## config.mk

```make
export PLATFORM = sky130hd
export DESIGN_NAME = iram_64x16_fifo_ctl
export DESIGN_NICKNAME = d
export VERILOG_FILES = /design/src/rtl/iram_64x16_fifo_ctl.sv
export SDC_FILE = /design/constraint.sdc
export NUM_CORES = 1
export LEC_CHECK = 0
export BUFFER_PORTS_ARGS = -buffer_cell sky130_fd_sc_hd__buf_2
export CAP_MARGIN = 10
export CORE_AREA = 2 2 297 299
export CTS_BUF_LIST = sky130_fd_sc_hd__clkbuf_16
export CTS_CLUSTER_SIZE = 25
export DETAILED_ROUTE_END_ITERATION = 12
export DIE_AREA = 0 0 299 301
export PLACE_DENSITY = 0.66
export SLEW_MARGIN = 20
export SYNTH_ARGS = -nofsm -noshare
export SYNTH_HDL_FRONTEND = slang
export SYNTH_HIERARCHICAL = 1
export SYNTH_SLANG_ARGS = --single-unit
export TNS_END_PERCENT = 5
```

## constraint.sdc

```tcl
create_clock -name clk -period 5.8 [get_ports clk]
set_clock_uncertainty 0.05 [all_clocks]
set_input_delay 0.29 -clock clk [delete_from_list [all_inputs] [get_ports clk]]
set_output_delay 0.29 -clock clk [all_outputs]
set_load 0.01 [all_outputs]
```

## src/rtl/iram_64x16_fifo_ctl.sv

```systemverilog
// iram_64x16_fifo_ctl: valid/ready FWFT FIFO over a 64x16 registered-read RAM,
// a 2-entry output skid hides the read latency.
module iram_1r1w1ck_64x16 (
   input  logic        clk,
   input  logic        ena,
   input  logic        wea,
   input  logic [5:0]  addra,
   input  logic [15:0] dia,
   input  logic        enb,
   input  logic [5:0]  addrb,
   output logic [15:0] dob
);
   logic [15:0] mem [64];
   always_ff @(posedge clk) begin
      if (ena && wea) mem[addra] <= dia;
      if (enb) dob <= mem[addrb];
   end
endmodule

module iram_64x16_fifo_ctl #(
   parameter int AFULL_LVL = 56
) (
   input  logic        clk,
   input  logic        reset,
   input  logic        flush,
   input  logic        wr_valid,
   input  logic [15:0] wr_data,
   output logic        wr_ready,
   output logic        rd_valid,
   output logic [15:0] rd_data,
   input  logic        rd_ready,
   output logic [6:0]  level,
   output logic        empty,
   output logic        almost_full
);
   localparam int AW = 6;
   localparam int DW = 16;
   localparam logic [6:0] AF = 7'(AFULL_LVL);
   logic [AW-1:0] wptr, rptr;
   logic [6:0]    ram_cnt;
   logic          inflight;
   logic [1:0]    skid_cnt, cnt_p, cnt_n;
   logic [DW-1:0] s0, s1, s0_n, s1_n, dob;
   logic          accept, pop, fetch;
   assign wr_ready    = ram_cnt != 7'd64;
   assign rd_valid    = skid_cnt != 2'd0;
   assign rd_data     = s0;
   assign level       = ram_cnt + {6'b0, inflight} + {5'b0, skid_cnt};
   assign empty       = level == 7'd0;
   assign almost_full = level >= AF;
   assign accept      = wr_valid & wr_ready & ~flush;
   assign pop         = rd_valid & rd_ready;
   // Only fetch if the skid is guaranteed room for the word once it lands.
   assign fetch = ~flush & (ram_cnt != 7'd0) &
                  (({1'b0, skid_cnt} + {2'b0, inflight} - {2'b0, pop}) < 3'd2);
   iram_1r1w1ck_64x16 u_ram (
      .clk   (clk),
      .ena   (accept),
      .wea   (accept),
      .addra (wptr),
      .dia   (wr_data),
      .enb   (fetch),
      .addrb (rptr),
      .dob   (dob)
   );
   // Captured word goes to the first free slot after any pop shifts the skid.
   always_comb begin
      cnt_p = skid_cnt - {1'b0, pop};
      s0_n  = (inflight && cnt_p == 2'd0) ? dob : (pop ? s1 : s0);
      s1_n  = (inflight && cnt_p != 2'd0) ? dob : s1;
      cnt_n = cnt_p + {1'b0, inflight};
   end
   always_ff @(posedge clk or posedge reset) begin
      if (reset) begin
         wptr     <= '0;
         rptr     <= '0;
         ram_cnt  <= '0;
         inflight <= 1'b0;
         skid_cnt <= '0;
         s0       <= '0;
         s1       <= '0;
      end else if (flush) begin
         wptr     <= '0;
         rptr     <= '0;
         ram_cnt  <= '0;
         inflight <= 1'b0;
         skid_cnt <= '0;
         s0       <= '0;
         s1       <= '0;
      end else begin
         wptr     <= accept ? wptr + 6'd1 : wptr;
         rptr     <= fetch ? rptr + 6'd1 : rptr;
         ram_cnt  <= ram_cnt + {6'b0, accept} - {6'b0, fetch};
         inflight <= fetch;
         skid_cnt <= cnt_n;
         s0       <= s0_n;
         s1       <= s1_n;
      end
   end
endmodule
```

==> results_dict.tcl, run 1 <==
set metrics [dict create \
    fmaxAchievable_mhz 200.4 \
    worst_slew_pin_slew_ns 1.086 \
    period_share_pct 86.04 \
    routed_wl_um 99170 \
    min_path_type "input pin to flip-flop" \
    dp_cells 3266 \
    cp_slowest_stage_delay_ns 0.56 \
    yosysWarningCount 6 \
    crit_path_cell_trace "or2_2 -> nand2_2 -> inv_1 -> ha_1 -> inv_1 -> nand2_1 -> fa_1 -> xor2_1 -> a2111o_1 -> inv_1 -> buf_4 -> ha_1 -> inv_1 -> ha_1 -> inv_1 -> fa_1 -> nor2b_1 -> o311a_1 -> or3_1 -> nand3_1" \
    synth_edf_count 1040 \
    cp.buffers_inverters 6 \
    antenna_found_initial 1 \
    final_antenna_net_count 0 \
    yosysSeqAreaShare_pct 75.79 \
    grt_max_degree 105 \
    dieWidth_um 299 \
    rsz0062_at_grt "false" \
    crit_arrival_ns 5.48 \
    cp_max_fo 17 \
    num_rows 108 \
    cpMostUsedCell "inv_1" \
    clkLatencyLatePin_ns 0.66 \
    hpwlAfterDp_um 56820 \
    slowest_stage "a2111o_1" \
    maxCapViolations 0 \
    cp_top_family "adder cells" \
    syn-num-nets 2129 \
    ys_top_cells_by_area "edfxtp_1, mux4_2, dfrtp_1, mux2i_1, a22oi_1" \
    multi_input_area_um2 9570 \
    relSlewSlack_pct 27.47 \
    avgSynthCellArea_um2 20.61 \
    avgRoutedWirePerCell_um 28.65 \
    final.setup.tns_ns 0 \
    leakagePower_nw 15.43 \
    n_fill_cell 6493 \
    ir_worst_vdd_uv 276.0 \
    grt_pass1_wl_um 145900 \
    port_buffers 47 \
    start_util_pct 49.71 \
    n_antenna_cell 0 \
    area_growth_pct 12.29 \
    root_buffer "clkbuf_16" \
    fin_ws_ns 0.8098 \
    drt_iter0_drc 2515 \
    hold_viol_final 0 \
    regArea_um2 32590 \
    syn_area_um2 42990 \
    die_h_um 301 \
    cp.required_ns 6.29 \
    cts_sinks 1094 \
    finalMaxSlewViolations 0 \
    drt_pass1_iterations 5 \
    ioPinCount 48 \
    path_clk_slew_ns 0.06 \
    crit_type "flip-flop to flip-flop" \
    final_common_cell "edfxtp_1" \
    synth_top_area_share_pct 72.64 \
    start_kind "flip-flop" \
    synth-seq-cells 1094 \
    fp.coreArea_um2 86480 \
    ys_types 60 \
    dp_slack_ns 0.8028 \
    setup_viol_count_final 0 \
    finalNetCount 2265 \
    grt_pass1_vias 21340 \
    ctsResizeCount 0 \
    cts_buffer_depth 3 \
    gr-total-overflow 0 \
    cts_htree_levels 3 \
    drive_gt1_share_pct 23.32 \
    grt_usage_pct 22.29 \
    vias 21260 \
    fin_cells 3462 \
    min_period_ns 4.990 \
    drc 0 \
    synthCells 2086 \
    synthArstFlopShare_pct 4.936 \
    placed_area_um2 44740 \
    final_area_um2 48280 \
    crit_path_end_kind "flip-flop" \
    status "finished clean" \
    cts_tree "done" \
    final_cell_mix "edfxtp_1, mux4_2, mux2i_1" \
    viasPerCell 6.140 \
    place.gp.congestion 0.8787 \
    die-area_um2 90000 \
    power.density_nw_per_um2 399.1 \
    cts-buffers-inserted 107 \
    synth.largest_area_cell "edfxtp_1" \
    ys.flop_type "edfxtp_1" \
]
timing repair:
action | CTS | global route
hold buffers | 1 | 0
hold endpoints to repair | 54 | 0
buffers inserted | 0 | 0
worst reg2reg max path, stage by stage, from the launching register on:
cell and delay [ns]:
dfrtp_1 0.47, or2_2 0.33, nand2_2 0.38, inv_1 0.10, ha_1 0.33, inv_1 0.10
nand2_1 0.08, fa_1 0.41, xor2_1 0.15, a2111o_1 0.56, inv_1 0.10, buf_4 0.23
ha_1 0.27, inv_1 0.06, ha_1 0.16, inv_1 0.06, fa_1 0.41, nor2b_1 0.23
o311a_1 0.23, or3_1 0.12, nand3_1 0.06
layer usage:
metal	part of all wire (%)	global-route usage (%)	routed length (µm)	up-vias
met1	40	32.08	40090	11220
met5	0	0	0	-
met3	8.6	3.853	8482	180
met4	3.0	6.655	3023	0
li1	-	-	-	8898
met2	48	35.36	47570	961
layout make-up:
class / instances / area share [%]
clock buffers: 108 / 5.598
clock inverters: 86 / 1.654
inverters: 26 / 0.2048
multi-input cells: 849 / 19.82
flip-flops and latches: 1094 / 67.52
well taps: 1155 / 2.994
repair buffers: 144 / 2.208
flip-flops by register name, indices dropped and copies added, names as in the netlist:
signal	cells
u_ram/dob	16
ram_cnt	7
rptr	6
skid_cnt	2
rd_data	16
inflight	1
wptr	6
s1	16
u_ram/mem	1024
per-stage QoR:
step,power (mW),util [%],hold WS (ns)
finish,19.26,55.82,0.04224
detailed placement,12.53,51.73,0.4364
CTS,19.38,55.79,0.01012
floorplan,11.62,-,0.3389
global placement,12.47,51.73,0.4423
global route,19.93,55.82,0.06497
report_power, final:
part,total [mW],internal (mW),switching [mW]
Clock,6.90,4.07,2.84
Combinational,3.28,1.48,1.80
Sequential,9.08,8.85,0.231
worst paths after layout:
| check | startpoint | to | slack (ns) | cells after the start |
|---|---|---|---|---|
| worst max-delay path | skid_cnt[1]$_DFF_PP0_ | ram_cnt[6]$_DFF_PP0_ | 0.81 | 20 |
| worst min-delay path | wr_valid | wptr[3]$_DFFE_PP0P_ | 0.04 | 5 |
| worst max register to register | skid_cnt[1]$_DFF_PP0_ | ram_cnt[6]$_DFF_PP0_ | 0.81 | 20 |
| worst min register to register | u_ram/dob[15]$_DFFE_PP_ | s1[15]$_DFFE_PP0P_ | 0.45 | 1 |
| max in group asynchronous | reset | rptr[2]$_DFFE_PP0P_ | 4.77 | 3 |
| min in group asynchronous | reset | rd_data[4]$_DFFE_PP0P_ | 0.30 | 3 |
cells in the mapped netlist (3+ instances only):
cell type and n:
a211o_1 9, a211oi_1 29, a211oi_2 3, a21oi_1 18, a221oi_1 22, a22o_1 22
a22oi_1 58, a311oi_1 12, a31oi_1 11, and3_1 5, and4_1 9, buf_1 6
buf_12 4, buf_2 30, buf_4 12, buf_6 16, buf_8 4, clkbuf_1 44
dfrtp_1 54, edfxtp_1 1040, fa_1 4, ha_1 18, inv_1 26, mux2_2 12
mux2i_1 110, mux4_2 221, nand2_1 35, nand2b_1 4, nand3_1 36, nand3b_1 4
nand4_1 6, nor2_1 103, nor2b_1 35, nor3_1 5, nor4_1 5, o21ai_0 7
or3_1 4, xnor2_1 11, xor2_1 3
logic make-up after synthesis:
logic type                 share of synthesized area (%)
and+or+nand+nor                                    3.038
adders and majority gates                         0.7101
AOI/OAI and AO/OA                                  3.626
xor gates and xnor gates                          0.2852
muxes                                              14.58
DFF                                                75.79
buffers and inverters                              1.979
Note: power is estimated with default switching activity, not from simulation.
==> run 2, diff against run 1 <==
--- a/config.mk
+++ b/config.mk
@@ -5,7 +5,7 @@
 export SDC_FILE = /design/constraint.sdc
 export NUM_CORES = 1
 export LEC_CHECK = 0
-export BUFFER_PORTS_ARGS = -buffer_cell sky130_fd_sc_hd__buf_2
+export BUFFER_PORTS_ARGS = -buffer_cell sky130_fd_sc_hd__buf_4
 export CAP_MARGIN = 10
 export CORE_AREA = 2 2 297 299
 export CTS_BUF_LIST = sky130_fd_sc_hd__clkbuf_16
==> results_dict.tcl, run 2 (synthesized netlist as in run 1, its figures left out) <==
set metrics [dict create \
    area_growth_pct 12.00 \
    crit_path_end_kind "flip-flop" \
    multi_input_area_um2 9568 \
    period_share_pct 81.29 \
    combinationalPowerShare_pct 17.4 \
    fmaxAchievable_mhz 212.1 \
    dieWidth_um 299 \
    final_cell_mix "edfxtp_1, mux4_2, buf_4" \
    largest_reg_flops 1024 \
    grt_pass1_vias 21150 \
    placed_area_um2 44780 \
    avgRoutedWirePerCell_um 28.42 \
    worst_slew_pin_slew_ns 0.9691 \
    min_period_ns 4.715 \
    cp_slowest_stage_delay_ns 0.57 \
    cts_tree "done" \
    hold_viol_final 0 \
    n_fill_cell 6484 \
    num_rows 108 \
    fp.coreArea_um2 86480 \
    drive_gt1_share_pct 23.10 \
    cts_htree_levels 3 \
    vias 21190 \
    clkLatencyLatePin_ns 0.67 \
    setup_viol_count_final 0 \
    drt_iter0_drc 2433 \
    drt_pass1_iterations 5 \
    maxCapViolations 0 \
    post_cts_buffers 0 \
    root_buffer "clkbuf_16" \
    grt_pass1_wl_um 144000 \
    ioPinCount 48 \
    antenna_found_initial 1 \
    dp_slack_ns 1.085 \
    power.internal_mw 14.05 \
    start_kind "flip-flop" \
    cp.required_ns 6.28 \
    routed_wl_um 98410 \
    grt_max_degree 88 \
    die-area_um2 90000 \
    cts_hold_buf 2 \
    swShare_pct 25.68 \
    p_clk_share_pct 34.4 \
    viasPerCell 6.118 \
    ctsResizeCount 0 \
    cts-buffers-inserted 110 \
    cpMostUsedCell "inv_1" \
    start_util_pct 49.71 \
    rsz0062_at_grt "false" \
    slowest_stage "a2111o_1" \
    cp_max_fo 17 \
    final_common_cell "edfxtp_1" \
    ir_worst_vdd_uv 296.5 \
    crit_type "flip-flop to flip-flop" \
    finalMaxSlewViolations 0 \
    drc 0 \
    p_seq_share_pct 48.1 \
    fin_ws_ns 1.085 \
    power.density_nw_per_um2 392.7 \
    final_area_um2 48150 \
    relSlewSlack_pct 35.32 \
    regArea_um2 32590 \
    crit_path_cell_trace "or2_2 -> nand2_2 -> inv_1 -> ha_1 -> inv_1 -> nand2_1 -> fa_1 -> xor2_1 -> a2111o_1 -> inv_1 -> ha_1 -> inv_1 -> ha_1 -> inv_1 -> fa_1 -> nor2b_1 -> o311a_1 -> or3_1 -> nand3_1" \
    finalNetCount 2264 \
    final.setup.tns_ns 0 \
    grt_usage_pct 22.03 \
    crit_arrival_ns 5.20 \
    final_antenna_net_count 0 \
    leakagePower_nw 15.39 \
    status "finished clean" \
    place.gp.congestion 0.8641 \
    gr-total-overflow 0 \
    path_clk_slew_ns 0.06 \
    cts_sinks 1094 \
    power.switching_mw 4.855 \
    die_h_um 301 \
    min_path_type "input pin to flip-flop" \
    cts_buffer_depth 3 \
    hpwlAfterDp_um 57540 \
    port_buffers 47 \
    largest-register "u_ram/mem" \
]
==> run 2: changes by cell type in the layout (fill, tap and decap cells not counted), moves of 2 or more <==
cell       change
clkbuf_16      +7
buf_4         +43
buf_12         -3
inv_2          +3
inv_1          +8
clkinv_2       +2
clkinv_1       -5
bufinv_16     -13
buf_2         -45
==> run 2: worst paths after layout <==
kind	from	to	slack, ns	depth (start not counted)
worst min register to register	u_ram/dob[0]$_DFFE_PP_	s1[0]$_DFFE_PP0P_	0.45	1
max in group asynchronous	reset	rptr[1]$_DFFE_PP0P_	4.77	3
worst max register to register	skid_cnt[1]$_DFF_PP0_	ram_cnt[6]$_DFF_PP0_	1.09	19
worst min-delay path	wr_valid	wptr[5]$_DFFE_PP0P_	0.05	5
min in group asynchronous	reset	rd_data[15]$_DFFE_PP0P_	0.31	3
worst max-delay path	skid_cnt[1]$_DFF_PP0_	ram_cnt[6]$_DFF_PP0_	1.09	19
==> run 2: final cells by class <==
| cell class | instances | share of cell area [%] |
|---|---|---|
| sequential | 1094 | 67.69 |
| multi-input combinational | 849 | 19.87 |
| clock buffer | 115 | 5.977 |
| tap | 1155 | 3.001 |
| timing repair buffer | 140 | 2.305 |
| clock inverter | 83 | 0.9433 |
| inverter | 26 | 0.2053 |
| antenna | 1 | 0.005197 |
==> run 2: metal layers <==
metal | GRT usage (%) | wire (µm)
met3 | 4.026 | 7505
met2 | 35.71 | 48110
met4 | 6.321 | 2916
met1 | 30.95 | 39880
met5 | 0 | 0
==> run 2: power groups by stage <==
stage / logic, mW / clock network [mW] / registers, mW
finish: 3.30 / 6.51 / 9.10
global route: 3.52 / 6.93 / 9.13
floorplan: 2.50 / 0 / 9.12
detailed placement: 3.30 / 0 / 9.27
global placement: 3.25 / 0 / 9.26
CTS: 3.32 / 6.63 / 9.11
==> run 2: critical path: cells and delay by family (launching register included) <==
| kind | cells | cell delay [ns] |
|---|---|---|
| and+or+nand+nor | 6 | 1.18 |
| DFF | 1 | 0.47 |
| buffers and inverters | 5 | 0.43 |
| adders and majority gates | 5 | 1.50 |
| xor gates and xnor gates | 1 | 0.15 |
| AOI/OAI and AO/OA | 2 | 0.79 |
==> run 2: stage by stage <==
step | std cells | utilization [%] | hold WS [ns] | power [mW]
after global routing | 3462 | 55.67 | 0.06449 | 19.58
after floorplan | 2086 | - | 0.3389 | 11.62
final | 3463 | 55.68 | 0.05392 | 18.91
after detailed placement | 3261 | 51.78 | 0.4454 | 12.57
after CTS | 3461 | 55.65 | 0.01481 | 19.06
after global placement | 3261 | 51.78 | 0.4395 | 12.51
